## src/rtl/uart_hex_cmd_rx.sv

```systemverilog
// 8N1 UART receiver plus parser for "0xAAAA 0xDD" LF CR command lines.
// Decoded address/value pairs are presented on a valid/ready interface.
module uart_hex_cmd_rx #(
  parameter int unsigned CLKS_PER_BIT = 868
) (
  input  logic        clk,
  input  logic        reset,
  input  logic        uart_rx,
  output logic [15:0] cmd_addr,
  output logic [7:0]  cmd_data,
  output logic        cmd_valid,
  input  logic        cmd_ready,
  output logic [7:0]  rx_byte,
  output logic        rx_byte_valid,
  output logic        frame_err,
  output logic        parse_err,
  output logic        overrun
);

  localparam int unsigned CntW = (CLKS_PER_BIT > 1) ? $clog2(CLKS_PER_BIT) : 1;
  localparam logic [CntW-1:0] HalfBit = CntW'(CLKS_PER_BIT / 2);
  localparam logic [CntW-1:0] LastCnt = CntW'(CLKS_PER_BIT - 1);

  localparam logic [7:0] Ch0  = 8'h30;
  localparam logic [7:0] ChX  = 8'h78;
  localparam logic [7:0] ChXu = 8'h58;
  localparam logic [7:0] ChSp = 8'h20;
  localparam logic [7:0] ChLf = 8'h0A;
  localparam logic [7:0] ChCr = 8'h0D;

  typedef enum logic [2:0] {RIdle, RStart, RData, RStop, RWait} rx_state_e;
  typedef enum logic [3:0] {P0, PX, PA, PSp, P0b, PXb, PD, PLf, PCr, PSync} parse_state_e;

  rx_state_e    rx_state;
  parse_state_e p_state;

  logic            rx_s1, rx_s2;
  logic [CntW-1:0] baud_cnt;
  logic [2:0]      bit_idx;
  logic [7:0]      shift;
  logic [15:0]     addr_sh;
  logic [7:0]      data_sh;
  logic [1:0]      nib_cnt;

  logic       hex_ok;
  logic [3:0] hex_nib;
  logic [7:0] hex_tmp;
  logic       is_x;
  logic       byte_ok;

  // Two-flop synchroniser; preset high so reset looks like an idle line.
  always_ff @(posedge clk or posedge reset) begin
    if (reset) begin
      rx_s1 <= 1'b1;
      rx_s2 <= 1'b1;
    end else begin
      rx_s1 <= uart_rx;
      rx_s2 <= rx_s1;
    end
  end

  always_ff @(posedge clk or posedge reset) begin
    if (reset) begin
      rx_state      <= RIdle;
      baud_cnt      <= '0;
      bit_idx       <= '0;
      shift         <= '0;
      rx_byte       <= '0;
      rx_byte_valid <= 1'b0;
      frame_err     <= 1'b0;
    end else begin
      rx_byte_valid <= 1'b0;
      frame_err     <= 1'b0;
      case (rx_state)
        RIdle: begin
          if (!rx_s2) begin
            rx_state <= RStart;
            baud_cnt <= '0;
          end
        end
        RStart: begin
          if (baud_cnt == HalfBit) begin
            baud_cnt <= '0;
            bit_idx  <= '0;
            rx_state <= rx_s2 ? RIdle : RData;
          end else begin
            baud_cnt <= baud_cnt + 1'b1;
          end
        end
        RData: begin
          if (baud_cnt == LastCnt) begin
            baud_cnt <= '0;
            shift    <= {rx_s2, shift[7:1]};
            if (bit_idx == 3'd7) rx_state <= RStop;
            else                 bit_idx  <= bit_idx + 1'b1;
          end else begin
            baud_cnt <= baud_cnt + 1'b1;
          end
        end
        RStop: begin
          if (baud_cnt == LastCnt) begin
            baud_cnt <= '0;
            if (rx_s2) begin
              rx_byte       <= shift;
              rx_byte_valid <= 1'b1;
              rx_state      <= RIdle;
            end else begin
              frame_err <= 1'b1;
              rx_state  <= RWait;
            end
          end else begin
            baud_cnt <= baud_cnt + 1'b1;
          end
        end
        RWait: begin
          if (rx_s2) rx_state <= RIdle;
        end
        default: rx_state <= RIdle;
      endcase
    end
  end

  always_comb begin
    hex_ok  = 1'b0;
    hex_tmp = 8'h00;
    if (rx_byte >= 8'h30 && rx_byte <= 8'h39) begin
      hex_ok  = 1'b1;
      hex_tmp = rx_byte - 8'h30;
    end else if (rx_byte >= 8'h41 && rx_byte <= 8'h46) begin
      hex_ok  = 1'b1;
      hex_tmp = rx_byte - 8'h37;
    end else if (rx_byte >= 8'h61 && rx_byte <= 8'h66) begin
      hex_ok  = 1'b1;
      hex_tmp = rx_byte - 8'h57;
    end
    hex_nib = hex_tmp[3:0];
    is_x    = (rx_byte == ChX) || (rx_byte == ChXu);
  end

  always_comb begin
    byte_ok = 1'b0;
    case (p_state)
      P0:       byte_ok = (rx_byte == Ch0) || (rx_byte == ChCr);
      PX, PXb:  byte_ok = is_x;
      PA, PD:   byte_ok = hex_ok;
      PSp:      byte_ok = (rx_byte == ChSp);
      P0b:      byte_ok = (rx_byte == Ch0);
      PLf:      byte_ok = (rx_byte == ChLf);
      PCr:      byte_ok = (rx_byte == ChCr);
      PSync:    byte_ok = 1'b1;
      default:  byte_ok = 1'b0;
    endcase
  end

  always_ff @(posedge clk or posedge reset) begin
    if (reset) begin
      p_state   <= P0;
      addr_sh   <= '0;
      data_sh   <= '0;
      nib_cnt   <= '0;
      cmd_addr  <= '0;
      cmd_data  <= '0;
      cmd_valid <= 1'b0;
      parse_err <= 1'b0;
      overrun   <= 1'b0;
    end else begin
      parse_err <= 1'b0;
      overrun   <= 1'b0;
      if (cmd_valid && cmd_ready) cmd_valid <= 1'b0;
      if (rx_byte_valid) begin
        if (!byte_ok) begin
          parse_err <= 1'b1;
          p_state   <= PSync;
          addr_sh   <= '0;
          data_sh   <= '0;
          nib_cnt   <= '0;
        end else begin
          case (p_state)
            P0:  if (rx_byte == Ch0) p_state <= PX;
            PX: begin
              p_state <= PA;
              nib_cnt <= '0;
            end
            PA: begin
              addr_sh <= {addr_sh[11:0], hex_nib};
              if (nib_cnt == 2'd3) begin
                p_state <= PSp;
                nib_cnt <= '0;
              end else begin
                nib_cnt <= nib_cnt + 1'b1;
              end
            end
            PSp: p_state <= P0b;
            P0b: p_state <= PXb;
            PXb: begin
              p_state <= PD;
              nib_cnt <= '0;
            end
            PD: begin
              data_sh <= {data_sh[3:0], hex_nib};
              if (nib_cnt == 2'd1) begin
                p_state <= PLf;
                nib_cnt <= '0;
              end else begin
                nib_cnt <= nib_cnt + 1'b1;
              end
            end
            PLf: p_state <= PCr;
            PCr: begin
              p_state <= P0;
              // A same-cycle acceptance frees the slot for the new command.
              if (!cmd_valid || cmd_ready) begin
                cmd_addr  <= addr_sh;
                cmd_data  <= data_sh;
                cmd_valid <= 1'b1;
              end else begin
                overrun <= 1'b1;
              end
            end
            PSync: if (rx_byte == ChCr) p_state <= P0;
            default: p_state <= P0;
          endcase
        end
      end
    end
  end

endmodule

```

## config.mk

```make
export PLATFORM = sky130hd
export DESIGN_NAME = uart_hex_cmd_rx
export DESIGN_NICKNAME = d
export VERILOG_FILES = /design/src/rtl/uart_hex_cmd_rx.sv
export SDC_FILE = /design/constraint.sdc
export NUM_CORES = 1
export LEC_CHECK = 0
export BUFFER_PORTS_ARGS = -buffer_cell sky130_fd_sc_hd__buf_4
export CAP_MARGIN = 20
export CORE_UTILIZATION = 64
export CTS_CLUSTER_DIAMETER = 150
export CTS_CLUSTER_SIZE = 28
export DETAILED_ROUTE_END_ITERATION = 10
export PLACE_DENSITY = 0.86
export SYNTH_ARGS = -nofsm -noshare
export SYNTH_HDL_FRONTEND = slang
export SYNTH_SLANG_ARGS = --single-unit
```

## constraint.sdc

```tcl
create_clock -name clk -period 5.65 [get_ports clk]
set_input_delay 0 -clock clk [delete_from_list [all_inputs] [get_ports clk]]
set_output_delay 0 -clock clk [all_outputs]
set_load 0.005 [all_outputs]
```

==> results.md, run 1 <==
* Outcome: complete, no violations
* Utilization of the core after routing at between 70% and 80%
* Top-level port count at just over 40
* Die W at 86.3 µm
* Critical path origin: p_state[3]$_DFFE_PP0P_
* Number of buffers added by the clock tree synthesis step at 9
* Clk Latency, worst-skew pair at ~0.36 ns
* Post-DR wirelength/cell at 15.5 µm
* Mapped Cells at approximately 410
* Effective utilization at floorplan at approximately two thirds
* Starting DRC count in detailed routing at roughly 210
* Setup crit end: addr_sh[9]$_DFFE_PP0P_
* Sinks on the clock net at just over 90
* Seq cells post-synth at between 90 and 100
* Number of antenna violations at the first check in global routing at 0
* Average via count per standard cell at 5.93
* Placeable core area at about 6800 µm²
* Register-to-Register Setup Slack at between 2 and 3 ns
* Share of post-route cells with drive strength above 1 at 28.6%
* Pin count of the biggest net entering global routing at 94
* Fin crit period at between 2 and 3 ns
* Cell area after synthesis at between 4000 and 5000 µm²
* FP Rows at 30
* Number of global-route vias before repair at ~3,200
* Layout Skew at approximately 0.0076 ns
* Area Overhead vs Synth at 13.0%
* Cell types occupying the most area after synthesis: sky130_fd_sc_hd__dfrtp_1, sky130_fd_sc_hd__mux2_2, sky130_fd_sc_hd__ha_1
* Top cell type's share of synthesized area at 50.1%
* Sequential element share of the synthesized area at 51.3%
* Register cell area after layout at 2330 µm²
* Remaining DRCs at 0
* Diodes inserted at 0
* Number of routed nets with antenna violations at 0
* Maximum count of clock buffers along a single path at 2
* Cell with the most instances after synthesis: sky130_fd_sc_hd__dfrtp_1
* Cell breakdown of the critical path: and4b_1 > a32oi_1 > nor4b_1 > or4_4 > nor3_4 > nor3_1
* Data required time at the worst endpoint at about 5.8 ns
* Clock tree from TritonCTS: yes
* Placed wire-length estimate at 5.86 mm
* CTS-repair resized insts at 0
* CTS H-tree depth at 3
* Clock slew at reported path FFs at around 0.09 ns
* RSZ-0062 raised after global routing: no
* Final count of negative-setup-slack endpoints at 0
* Dominant cell type by area after synthesis: sky130_fd_sc_hd__dfrtp_1
* Total via count after detailed routing at 3,265
* Global-route wire length before repair at approximately 15 mm
* Yosys cell types at 60
* Top cells by instance count after synthesis: sky130_fd_sc_hd__dfrtp_1, sky130_fd_sc_hd__mux2_2, sky130_fd_sc_hd__nor2_1
* Power Density at roughly 220 nW/µm²
* Overall overflow remaining after global route at 0
* Count of TritonRoute iterations in the first routing pass at 4
* CTS Root Buffer Type: sky130_fd_sc_hd__clkbuf_8
* Worst VDD drop at 0.195 mV
* Final count of hold timing violations at 0
* Slowest-stage cell, CP: sky130_fd_sc_hd__nor3_4
* Number of buffers added on ports at 40
* Path depth of the worst reg2reg path at 6
* Number of max-capacitance violations reported at 0
* Die ar. at 7440 µm²
* Transition time of the tightest slew-check pin at ~0.96 ns
* Net total in the final layout at approximately 470
* Max-slew headroom at the worst pin at a little over a third
* Critical path peak fanout at 19
* Net count after synthesis at roughly 430
* Final Max Tran Viols at 0
* Final weighted congestion in routability-driven placement at between 0.8 and 0.9
* Number of enable flip-flop cells after synthesis at 0
* Maximum frequency from static timing analysis at around 350 MHz
* Die extent in y at around 86 µm
* Area occupied by multi-input gates at roughly 2000 µm²
* Overall routed net length at 8.54 mm
* Hold crit path type: in -> reg
* Worst setup SP type: flip-flop
* Final worst-path cycle share at 50.5%
* Arrival @ worst endpoint at 3.05 ns
* Overall track demand over capacity in global routing at approximately a quarter
* Destination of the worst register-to-register timing path: addr_sh[9]$_DFFE_PP0P_
* Mean area per synthesized cell at 11.0 µm²
* Kind of capture point of the worst setup path: flip-flop
* Synth warnings at 0
* Number of filler instances in the final layout at 473
* Post-synth ARST share at 100%
* Leak at 0.00233 µW
* Delay of the slowest cell on the worst path at 0.75 ns
* Total Neg Setup Slack at 0 ns
* Start of the worst register-to-register path: p_state[3]$_DFFE_PP0P_
* Category of the critical setup timing path: reg -> reg
* Hold slack at between 0.02 and 0.03 ns
* Main synth FF type: sky130_fd_sc_hd__dfrtp_1
[per-stage QoR]
| step | setup WS [ns] | cell area [µm²] | power (µW) | std cells |
|---|---|---|---|---|
| global route | 2.66 | 5140 | 1170 | 551 |
| floorplan | 3.23 | 4550 | 690 | 413 |
| detailed placement | 2.84 | 4890 | 696 | 532 |
| CTS | 2.82 | 5100 | 1130 | 549 |
| finish | 2.80 | 5140 | 1130 | 551 |
| global placement | 2.93 | 4890 | 696 | 532 |
[kinds of logic after synthesis]
logic type	count (synthesis)	synth area share [%]
muxes	47	11.6
and+or+nand+nor	140	18.3
DFF	93	51.3
adders and majority gates	11	3.03
xor gates and xnor gates	7	1.35
AOI/OAI and AO/OA	73	10.5
buffers and inverters	42	3.99
[layer usage]
| layer | up-vias | wire, µm | global-route usage (%) |
|---|---|---|---|
| met5 | - | 0 | 0 |
| met4 | 0 | 86 | 9.24 |
| met3 | 8 | 388 | 4.48 |
| met2 | 80 | 4300 | 42.0 |
| met1 | 1619 | 3760 | 33.4 |
| li1 | 1558 | - | - |
[cell type report]
type | count | share of cell area (%)
clock buffer | 9 | 2.41
timing repair buffer | 46 | 7.21
tap | 96 | 2.34
multi-input combinational | 278 | 39.6
clock inverter | 7 | 1.44
sequential | 93 | 45.4
inverter | 22 | 1.63
[worst max-delay path: cells and delay by family (launching register included)]
kind             cells  cell delay (ns)
flip-flops           1             0.63
AND/OR/NAND/NOR      5             1.85
AO/OA/AOI/OAI        1             0.20
[what timing repair did]
action,in CTS,in global routing
setup buffers,0,0
hold buffers,1,1
hold endpoints to repair,1,15
[state kept, by name, indices dropped and copies added, names as in the netlist, 4 cells and up]
name,cells
p_state,4
addr_sh,16
rx_byte,8
data_sh,8
shift,8
cmd_data,8
cmd_addr,16
baud_cnt,10
[report_power, final]
part / internal [µW] / leakage (µW) / total [µW] / switching [µW]
combinational: 4.98 / 0.000954 / 18.3 / 13.3
sequential: 666 / 0.00128 / 667 / 0.661
clock: 207 / 0.000100 / 443 / 237
total: 878 / 0.00233 / 1130 / 251
[placed cells by master, fill, tap and decap left out, types with 5 or more instances in the layout]
cell,n
sky130_fd_sc_hd__nor3_2,6
sky130_fd_sc_hd__nand3_1,16
sky130_fd_sc_hd__dfrtp_1,91
sky130_fd_sc_hd__mux2_2,43
sky130_fd_sc_hd__buf_4,43
sky130_fd_sc_hd__o22ai_1,11
sky130_fd_sc_hd__nor3b_1,5
sky130_fd_sc_hd__nand2b_1,7
sky130_fd_sc_hd__clkbuf_8,9
sky130_fd_sc_hd__inv_1,21
sky130_fd_sc_hd__xor2_1,6
sky130_fd_sc_hd__nor2_1,36
sky130_fd_sc_hd__o21ai_0,26
sky130_fd_sc_hd__and3_1,7
sky130_fd_sc_hd__a21oi_1,12
sky130_fd_sc_hd__a31o_2,8
sky130_fd_sc_hd__nor3_1,15
sky130_fd_sc_hd__or3_1,9
sky130_fd_sc_hd__ha_1,11
sky130_fd_sc_hd__nand2_1,11
[worst min-delay path by stage]
stage	end	slack (ns)	depth (start not counted)	startpoint
global route	overrun$_DFF_PP0_	0.03	3	cmd_ready
global placement	rx_s1$_DFF_PP1_	0.11	1	uart_rx
CTS	overrun$_DFF_PP0_	0.02	3	cmd_ready
floorplan	rx_s1$_DFF_PP1_	0.004	0	uart_rx
finish	overrun$_DFF_PP0_	0.03	3	cmd_ready
detailed placement	rx_s1$_DFF_PP1_	0.11	1	uart_rx
No activity file was read; power rests on OpenSTA's default activity.
==> run 2: changes to the inputs <==
CORE_UTILIZATION = 54   (was 64)
PLACE_DENSITY = 0.77   (was 0.86)
clock period = 2.43 ns   (was 5.65 ns; I/O delays follow)
==> run 2 against run 1 <==
Compared with the run above: core utilization decreased by 9.3 points; global-route usage shrank 2.1 points; clock skew down 0.00059 ns; sequential power grew 130%; combinational power up 130%; hold slack improved by 0.28 ns; power is 140% higher; fmax up 19%; first-iteration DRC count is 27% lower; final cell count increased by 5.4%; via count grew 3.4%; final area up 4.8%; largest cell class unchanged; largest power group unchanged.
==> results.md, run 2 (same netlist as run 1, synthesis figures left out) <==
* Post-DR wirelength/cell at 16.6 µm
* Max-slew headroom at the worst pin at around 40%
* Number of cells after detailed placement at 559
* Placeable core area at ~8000 µm²
* Most common library cell in the layout ignoring fill and taps: sky130_fd_sc_hd__dfrtp_1
* Register-to-Register Setup Slack at 0.04 ns
* Remaining DRCs at 0
* Kind of capture point of the worst setup path: flip-flop
* Top-level port count at between 40 and 50
* Overall track demand over capacity in global routing at a little under a quarter
* Final weighted congestion in routability-driven placement at 0.883
* Biggest registers after layout: addr_sh: 16 flops, cmd_addr: 16 flops, baud_cnt: 10 flops
* Worst VDD drop at between 0.4 and 0.5 mV
* Die ar. at 8790 µm²
* Diodes inserted at 0
* Data required time at the worst endpoint at between 2 and 3 ns
* Die W at ~94 µm
* Share of post-route cells with drive strength above 1 at roughly a third
* Final worst-path cycle share at a little under 100%
* Starting DRC count in detailed routing at ~150
* Leak at between 0.002 and 0.0025 µW
* Critical path peak fanout at 19
* Number of routed nets with antenna violations at 0
* Maximum frequency from static timing analysis at 419 MHz
* FP Rows at 33
* Clock slew at reported path FFs at approximately 0.08 ns
* Total via count after detailed routing at roughly 3,400
* RSZ-0062 raised after global routing: yes
* Final design area excluding fillers at 5380 µm²
* Pin count of the biggest net entering global routing at 52
* Number of buffers added on ports at 40
* Global-route wire length before repair at about 16 mm
* Clock tree from TritonCTS: yes
* Overall overflow remaining after global route at 0
* Final count of negative-setup-slack endpoints at 0
* Count of TritonRoute iterations in the first routing pass at 5
* Effective utilization at floorplan at a little under three fifths
* Sinks on the clock net at 93
* Average via count per standard cell at about 5.8
* Overall routed net length at between 9 and 10 mm
* Fin cells at between 500 and 600
* Arrival @ worst endpoint at between 2 and 3 ns
* Power Density at 495 nW/µm²
* Final Max Tran Viols at 0
* Utilization of the core after routing at ~66%
* Area Overhead vs Synth at 18.4%
* Transition time of the tightest slew-check pin at a little under 0.9 ns
* Category of the critical setup timing path: reg -> reg
* Number of filler instances in the final layout at roughly 660
* Cell area after placement at between 5000 and 6000 µm²
* CTS Root Buffer Type: sky130_fd_sc_hd__clkbuf_8
* Maximum count of clock buffers along a single path at 2
* Outcome: complete, no violations
* Worst setup SP type: flip-flop
* Hold crit path type: in -> reg
* Number of global-route vias before repair at approximately 3,300
* CTS H-tree depth at 3
* Most frequent cells in the layout: sky130_fd_sc_hd__dfrtp_1, sky130_fd_sc_hd__buf_4, sky130_fd_sc_hd__mux2_2, sky130_fd_sc_hd__nor2_1, sky130_fd_sc_hd__o21ai_0
* Number of buffers added by the clock tree synthesis step at 9
* Fin crit period at about 2.4 ns
* Die extent in y at 93.8 µm
* Clk Latency, worst-skew pair at 0.36 ns
* Number of max-capacitance violations reported at 0
* Final WS setup at between 0.04 and 0.05 ns
* Number of antenna violations at the first check in global routing at 0
* Placed wire-length estimate at around 6.4 mm
* Layout Skew at between 0.007 and 0.008 ns
* Net total in the final layout at 486
* Final count of hold timing violations at 0
* Dpl ws at -0.138 ns
## run 2: what timing repair did
item / CTS / global route
resized for setup: 3 / 5
hold buffers: 2 / 0
setup buffers: 0 / 1
setup endpoints to repair: 25 / 25
hold endpoints to repair: 50 / 0
pin swaps: 0 / 1
cloned: 1 / 2
## run 2: worst paths after layout
path                                                end  depth (start not counted)                    from
worst max-delay path            addr_sh[10]$_DFFE_PP0P_                          8  rx_byte[7]$_DFFE_PP0P_
worst min-delay path                    rx_s1$_DFF_PP1_                          2                 uart_rx
worst max register to register  addr_sh[10]$_DFFE_PP0P_                          8  rx_byte[7]$_DFFE_PP0P_
worst min register to register          rx_s2$_DFF_PP1_                          0         rx_s1$_DFF_PP1_
max in group asynchronous        bit_idx[1]$_DFFE_PP0P_                          4                   reset
min in group asynchronous       cmd_data[5]$_DFFE_PP0P_                          3                   reset
## run 2: area by class of cell
class / instances / area (µm²) / area share (%)
clock inverter: 5 / 57.6 / 1.07
inverter: 22 / 83.8 / 1.56
clock buffer: 11 / 151 / 2.81
sequential: 93 / 2330 / 43.3
multi-input combinational: 281 / 2120 / 39.3
tap: 105 / 131 / 2.44
timing repair buffer: 64 / 510 / 9.48
## run 2: metrics by stage
step / total power (µW) / hold WS [ns] / TNS [ns]
after floorplan: 1600 / 0.00448 / 0
after CTS: 2690 / 0.170 / 0
after detailed placement: 1620 / 0.112 / -2.45
final: 2670 / 0.310 / 0
after global placement: 1620 / 0.109 / -1.84
after global routing: 2760 / 0.294 / -1.56
## run 2: worst max-delay path, cell delays in order, from the launching register on
cell                        delay (ns)
sky130_fd_sc_hd__dfrtp_1          0.43
sky130_fd_sc_hd__nand4bb_1        0.23
sky130_fd_sc_hd__or4b_1           0.57
sky130_fd_sc_hd__nor4_1           0.22
sky130_fd_sc_hd__or4_4            0.29
sky130_fd_sc_hd__buf_4            0.16
sky130_fd_sc_hd__nor3_4           0.04
sky130_fd_sc_hd__buf_12           0.17
sky130_fd_sc_hd__nor3_1           0.19
## run 2: power by group
| group | switching, µW | internal (µW) |
|---|---|---|
| clock network | 539 | 534 |
| logic | 31.4 | 10.3 |
| registers | 1.75 | 1550 |
| total | 572 | 2090 |
## run 2: routing by layer
metal  track usage (%)  up-vias  part of all wire, %  wire, µm
li1                  -     1614                    -         -
met1              29.0     1671                   44      4210
met2              39.1       79                   50      4840
met3              5.18       12                  4.3       414
met4              8.46        0                  1.6       153
met5                 0        -                    0         0
